<file path="config.mk">
export PLATFORM = sky130hd
export DESIGN_NAME = div_unit
export DESIGN_NICKNAME = d
export VERILOG_FILES = /design/src/rtl/div_unit.sv
export SDC_FILE = /design/constraint.sdc
export NUM_CORES = 1
export LEC_CHECK = 0
export CAP_MARGIN = 10
export CORE_ASPECT_RATIO = 1.1
export CORE_MARGIN = 3
export CORE_UTILIZATION = 50
export DETAILED_ROUTE_END_ITERATION = 10
export PLACE_DENSITY = 0.75
export SLEW_MARGIN = 20
export SYNTH_ARGS = -nofsm -noshare
export SYNTH_HDL_FRONTEND = slang
export SYNTH_SLANG_ARGS = --single-unit
</file>
<file path="constraint.sdc">
create_clock -name clk -period 5.2 [get_ports clk]
set_input_delay 1.56 -clock clk [delete_from_list [all_inputs] [get_ports clk]]
set_output_delay 1.56 -clock clk [all_outputs]
set_load 0.01 [all_outputs]
</file>
<file path="src/rtl/div_unit.sv">
// Multicycle restoring divider producing quotient (lo_out) and remainder (hi_out), one quotient bit per cycle.
// Optional build macro DIV_UNSIGNED_EN adds the div_unsigned input for unsigned (DIVU) operation.
module div_unit #(
    parameter int WIDTH = 32
) (
    input  logic             clk,
    input  logic             reset,
    input  logic             div_start,
    input  logic [WIDTH-1:0] dividend,
    input  logic [WIDTH-1:0] divisor,
`ifdef DIV_UNSIGNED_EN
    input  logic             div_unsigned,
`endif
    output logic             busy,
    output logic             div_done,
    output logic             div_zero,
    output logic [WIDTH-1:0] hi_out,
    output logic [WIDTH-1:0] lo_out
);

    localparam logic [1:0] S_IDLE = 2'd0;
    localparam logic [1:0] S_CALC = 2'd1;
    localparam logic [1:0] S_DONE = 2'd2;
    localparam int         CW     = $clog2(WIDTH + 1);

    logic [1:0]       state;
    logic [CW-1:0]    cnt;
    logic [WIDTH-1:0] rem;
    logic [WIDTH-1:0] quo;
    logic [WIDTH-1:0] dmag;
    logic             neg_q;
    logic             neg_r;

    logic             is_unsigned;
    logic             dvd_neg;
    logic             dvs_neg;
    logic [WIDTH-1:0] dvd_mag;
    logic [WIDTH-1:0] dvs_mag;
    logic [WIDTH:0]   rem_sh;
    logic             ge;
    logic [WIDTH-1:0] rem_diff;
    logic [WIDTH-1:0] rem_nx;
    logic [WIDTH-1:0] quo_nx;
    logic [WIDTH-1:0] q_fix;
    logic [WIDTH-1:0] r_fix;

`ifdef DIV_UNSIGNED_EN
    assign is_unsigned = div_unsigned;
`else
    assign is_unsigned = 1'b0;
`endif

    // The magnitude of the most negative operand (2^(WIDTH-1)) is representable as
    // an unsigned WIDTH-bit value, so negation never overflows the datapath.
    always_comb begin
        dvd_neg = ~is_unsigned & dividend[WIDTH-1];
        dvs_neg = ~is_unsigned & divisor[WIDTH-1];
        dvd_mag = dvd_neg ? -dividend : dividend;
        dvs_mag = dvs_neg ? -divisor  : divisor;
    end

    // One restoring step; the partial remainder is widened by one bit for the compare.
    always_comb begin
        rem_sh   = {rem, quo[WIDTH-1]};
        ge       = (rem_sh >= {1'b0, dmag});
        rem_diff = rem_sh[WIDTH-1:0] - dmag;
        rem_nx   = ge ? rem_diff : rem_sh[WIDTH-1:0];
        quo_nx   = {quo[WIDTH-2:0], ge};
        q_fix    = neg_q ? -quo_nx : quo_nx;
        r_fix    = neg_r ? -rem_nx : rem_nx;
    end

    always_ff @(posedge clk or negedge reset) begin
        if (!reset) begin
            state    <= S_IDLE;
            cnt      <= '0;
            rem      <= '0;
            quo      <= '0;
            dmag     <= '0;
            neg_q    <= 1'b0;
            neg_r    <= 1'b0;
            div_zero <= 1'b0;
            hi_out   <= '0;
            lo_out   <= '0;
        end else begin
            case (state)
                S_IDLE: begin
                    if (div_start) begin
                        if (divisor == '0) begin
                            div_zero <= 1'b1;
                            state    <= S_DONE;
                        end else begin
                            div_zero <= 1'b0;
                            rem      <= '0;
                            quo      <= dvd_mag;
                            dmag     <= dvs_mag;
                            neg_q    <= dvd_neg ^ dvs_neg;
                            neg_r    <= dvd_neg;
                            cnt      <= CW'(WIDTH);
                            state    <= S_CALC;
                        end
                    end
                end
                S_CALC: begin
                    rem <= rem_nx;
                    quo <= quo_nx;
                    cnt <= cnt - 1'b1;
                    // Final step: results are committed together with the move to DONE.
                    if (cnt == CW'(1)) begin
                        hi_out <= r_fix;
                        lo_out <= q_fix;
                        state  <= S_DONE;
                    end
                end
                S_DONE: state <= S_IDLE;
                default: state <= S_IDLE;
            endcase
        end
    end

    assign busy     = (state != S_IDLE);
    assign div_done = (state == S_DONE);

endmodule

</file>
==> results of run 1 <==
-- through the flow --
stage,util (%),instances,total power (W),area (µm²)
after floorplan,-,1457,0.00769,12000
after global placement,59.1,1848,0.0100,13700
after detailed placement,59.1,1848,0.0102,13700
after CTS,61.8,1880,0.0115,14300
after global routing,62.0,1880,0.0126,14300
final,62.0,1880,0.0116,14300
-- flip-flops by register name, indices dropped and copies added, names as in the netlist --
| signal | count |
|---|---|
| neg_r | 1 |
| rem | 32 |
| neg_q | 1 |
| cnt | 6 |
| state | 2 |
| hi_out | 32 |
| div_zero | 1 |
| lo_out | 32 |
| quo | 32 |
| dmag | 32 |
-- worst max-delay path: stages, from the launching register on --
cell	delay (ns)
dfrtp_1	0.48
ha_1	0.45
a21oi_1	0.20
o21ai_0	0.20
a211oi_2	0.33
o21a_1	0.27
nand2_2	0.14
inv_2	0.09
mux2i_1	0.27
ha_1	0.22
nand2_1	0.05
a21oi_1	0.23
nand3b_1	0.15
nor4b_1	0.32
buf_4	0.18
o2111ai_1	0.17
or3_1	0.45
o21ai_0	0.25
xnor2_1	0.14
o21ai_0	0.10
-- area by class of cell --
class | count | area share [%]
clock inverters | 14 | 1.22
multi-input cells | 1145 | 49.9
repair buffers | 176 | 11.9
clock buffers | 18 | 3.06
inverters | 56 | 1.47
well taps | 300 | 2.62
flip-flops and latches | 171 | 29.8
-- cells by family after synthesis --
group	after synthesis	share of synthesized area, %
AND/OR/NAND/NOR	500	19.9
multiplexers	27	2.28
adder cells (fa/ha/maj)	39	4.15
buffers and inverters	141	4.74
AO/OA/AOI/OAI	440	22.9
XOR/XNOR	139	10.2
flip-flops	171	35.8
-- routing by layer --
metal	up-vias	GRT usage [%]	share of wire, %
li1	5479	-	-
met1	5411	32.3	41
met2	352	47.6	51
met3	88	3.29	4.4
met4	0	11.4	4.3
met5	-	0	0
-- cells in the final DEF (no fill, tap or decap), types with 7 or more instances in the layout --
cell             netlist  layout
a211oi_1              12      11
a21o_1                11      11
a21oi_1               64      63
a31oi_1                9       9
a32oi_1               10      10
and3_1                 8       8
buf_4                  2      39
clkbuf_16              0      17
clkdlybuf4s50_1        0     132
dfrtp_1              171     171
ha_1                  38      37
inv_1                 55      55
mux2i_1               25      25
nand2_1              209     208
nand2b_1               9       8
nand3_1               58      58
nand4_1               14      14
nor2_1                79      78
nor3_1                26      25
nor4_1                17      16
o211ai_1               9       9
o21ai_0              205     204
o21ai_1                6       7
o31a_1                 7       7
o31ai_1               34      34
o41ai_1               20      20
or3_1                 24      24
or4_1                 14      14
xnor2_1               88      88
xor2_1                51      51
-- worst max-delay path by stage --
stage | cells after the start | endpoint | slack [ns]
after floorplan | 21 | hi_out[28]$_DFFE_PN0P_ | 0.30
after global placement | 12 | dmag[26]$_DFFE_PN0P_ | 0.07
after detailed placement | 11 | dmag[28]$_DFFE_PN0P_ | 0.008
after CTS | 19 | hi_out[28]$_DFFE_PN0P_ | 0.30
after global routing | 19 | hi_out[28]$_DFFE_PN0P_ | 0.006
final | 19 | hi_out[28]$_DFFE_PN0P_ | 0.36
-- report_power, final --
group / internal, W / switching, W / leakage, nW
logic: 0.00312 / 0.00451 / 3.47
clock network: 0.000666 / 0.000659 / 0.292
registers: 0.00198 / 0.000685 / 2.13
-- what timing repair did --
item	CTS	global route
hold endpoints to repair	0	0
endpoints found under the setup margin	0	3
gates resized for setup	0	7
==> flow_summary_export.csv, run 1 <==
group,metric,value,unit
sta,hold_viol,0,
worst_setup_path,r2r_setup_slack,0.36,ns
worst_setup_path,startpoint,"rem[19]$_DFFE_PN0P_",
logic_synthesis,synth_area_per_cell,8.20,µm²
worst_setup_path,worstPathArrival,5.13,ns
place,gp_congestion,0.981,
worst_setup_path,reg2reg_depth,19,
min_path,holdPathEnd,"lo_out[19]$_DFFE_PN0P_",
grt,grt_max_degree,129,
route,vias,11300,
layout,fin_nets,1673,
place,dp_hpwl,26.3,mm
min_path,hold_depth,2,
sta,setup_ws,0.362,ns
layout,multi_input_area,0.00716,mm²
worst_setup_path,cp-end-kind,"register",
power_and_ir_drop,vdd_ir_drop_max,481,µV
sta,final.setup.tns,0,ns
cts,postCtsSetupBuffers,0,
sta,fin_crit_sh,93.0,%
logic_synthesis,synth_cell_types,78,
logic_synthesis,yosysTopAreaCell,"dfrtp_1",
worst_setup_path,r2r-start,"rem[19]$_DFFE_PN0P_",
cts,cts_made_buffers,17,
sta,grt_setup_unrepaired,"false",
sta,slew_headroom,31.0,%
logic_synthesis,synth-edff-count,0,
die,die-area,0.0258,mm²
route,drc,0,
sta,worstMarginPinSlew,1.03,ns
route,wl_per_cell,18.4,µm
logic_synthesis,synth-seq-cells,171,
layout,seq_area,0.00428,mm²
die,die_w,153,µm
die,initial_core_util,51.6,%
die,num_rows,58,
logic_synthesis,synth.most_common_cell,"nand2_1",
sta,fmax,207,MHz
cts,cts.clk_slew.worst_paths,0.08,ns
min_path,hold_path_class,"register to register",
cts,htree_levels,4,
route,firstDrtPassIters,6,
sta,drv_slew,0,
sta,period_needed,4.84,ns
worst_setup_path,critPathLaunchType,"register",
layout,antenna_cells,0,
route,drt_iter0_drc,720,
worst_setup_path,critPathKind,"register to register",
logic_synthesis,ys.flop_type,"dfrtp_1",
layout,syn_to_final_growth,20.0,%
grt,grt_pass1_wl,56.7,mm
min_path,hold_path_startpoint,"lo_out[19]$_DFFE_PN0P_",
grt,grt_pass1_vias,11000,
layout,drive_gt1_share,6.71,%
cts,clockBufferDepth,2,
logic_synthesis,yosysSeqAreaShare,35.8,%
worst_setup_path,path_max_fanout,8,
worst_setup_path,reg2reg_to,"hi_out[28]$_DFFE_PN0P_",
job,maxCapViolations,0,
sta,holdWs,0.481,ns
grt,grt_antenna_before_repair,0,
logic_synthesis,yosysWarnings,0,
sta,finalSetupViolCount,0,
die,die_h,168,µm
logic_synthesis,synthesis.nets,1563,
sta,skew,0.0165,ns
die,core,0.0231,mm²
grt,overflow,0,
outcome,status,"complete, no violations",
worst_setup_path,required,5.49,ns
cts,clock_latency,0.45,ns
power_and_ir_drop,p_leak,5.89,nW
logic_synthesis,synth_top_area_share,35.8,%
cts,clock_sinks,171,
route,antenna_left,0,
power_and_ir_drop,power_density,810,mW/mm²
place,io_buffers,133,
grt,grtUsageTotal,26.6,%
cts,cts_tree,"built",
cts,hold_buffers,0,
route,post_drt_via_cell_ratio,6.03,
logic_synthesis,yosys-top-cells-area,"dfrtp_1 (36%), o21ai_0 (8.6%), nand2_1 (6.6%)",
logic_synthesis,synth_common_cells,"nand2_1 (209), o21ai_0 (205), dfrtp_1 (171)",
layout,nFillCells,1998,
logic_synthesis,syn-cell-area,0.0120,mm²
logic_synthesis,synthArstFlopShare,100,%
route,drt-total-wl,34.5,mm
cts,cts_root_buffer,"clkbuf_16",
logic_synthesis,netlist_instances,1457,
die,num_io_pins,134,
place,place_ws,0.00762,ns
(Power assumes the default switching activity.)
==> run 2, diff against run 1 <==
--- a/config.mk
+++ b/config.mk
@@ -15,3 +15,4 @@
 export SYNTH_ARGS = -nofsm -noshare
 export SYNTH_HDL_FRONTEND = slang
 export SYNTH_SLANG_ARGS = --single-unit
+export TNS_END_PERCENT = 30
==> results of run 2 <==
Same layout as run 1: the final DEF is identical, and so are final timing and power.
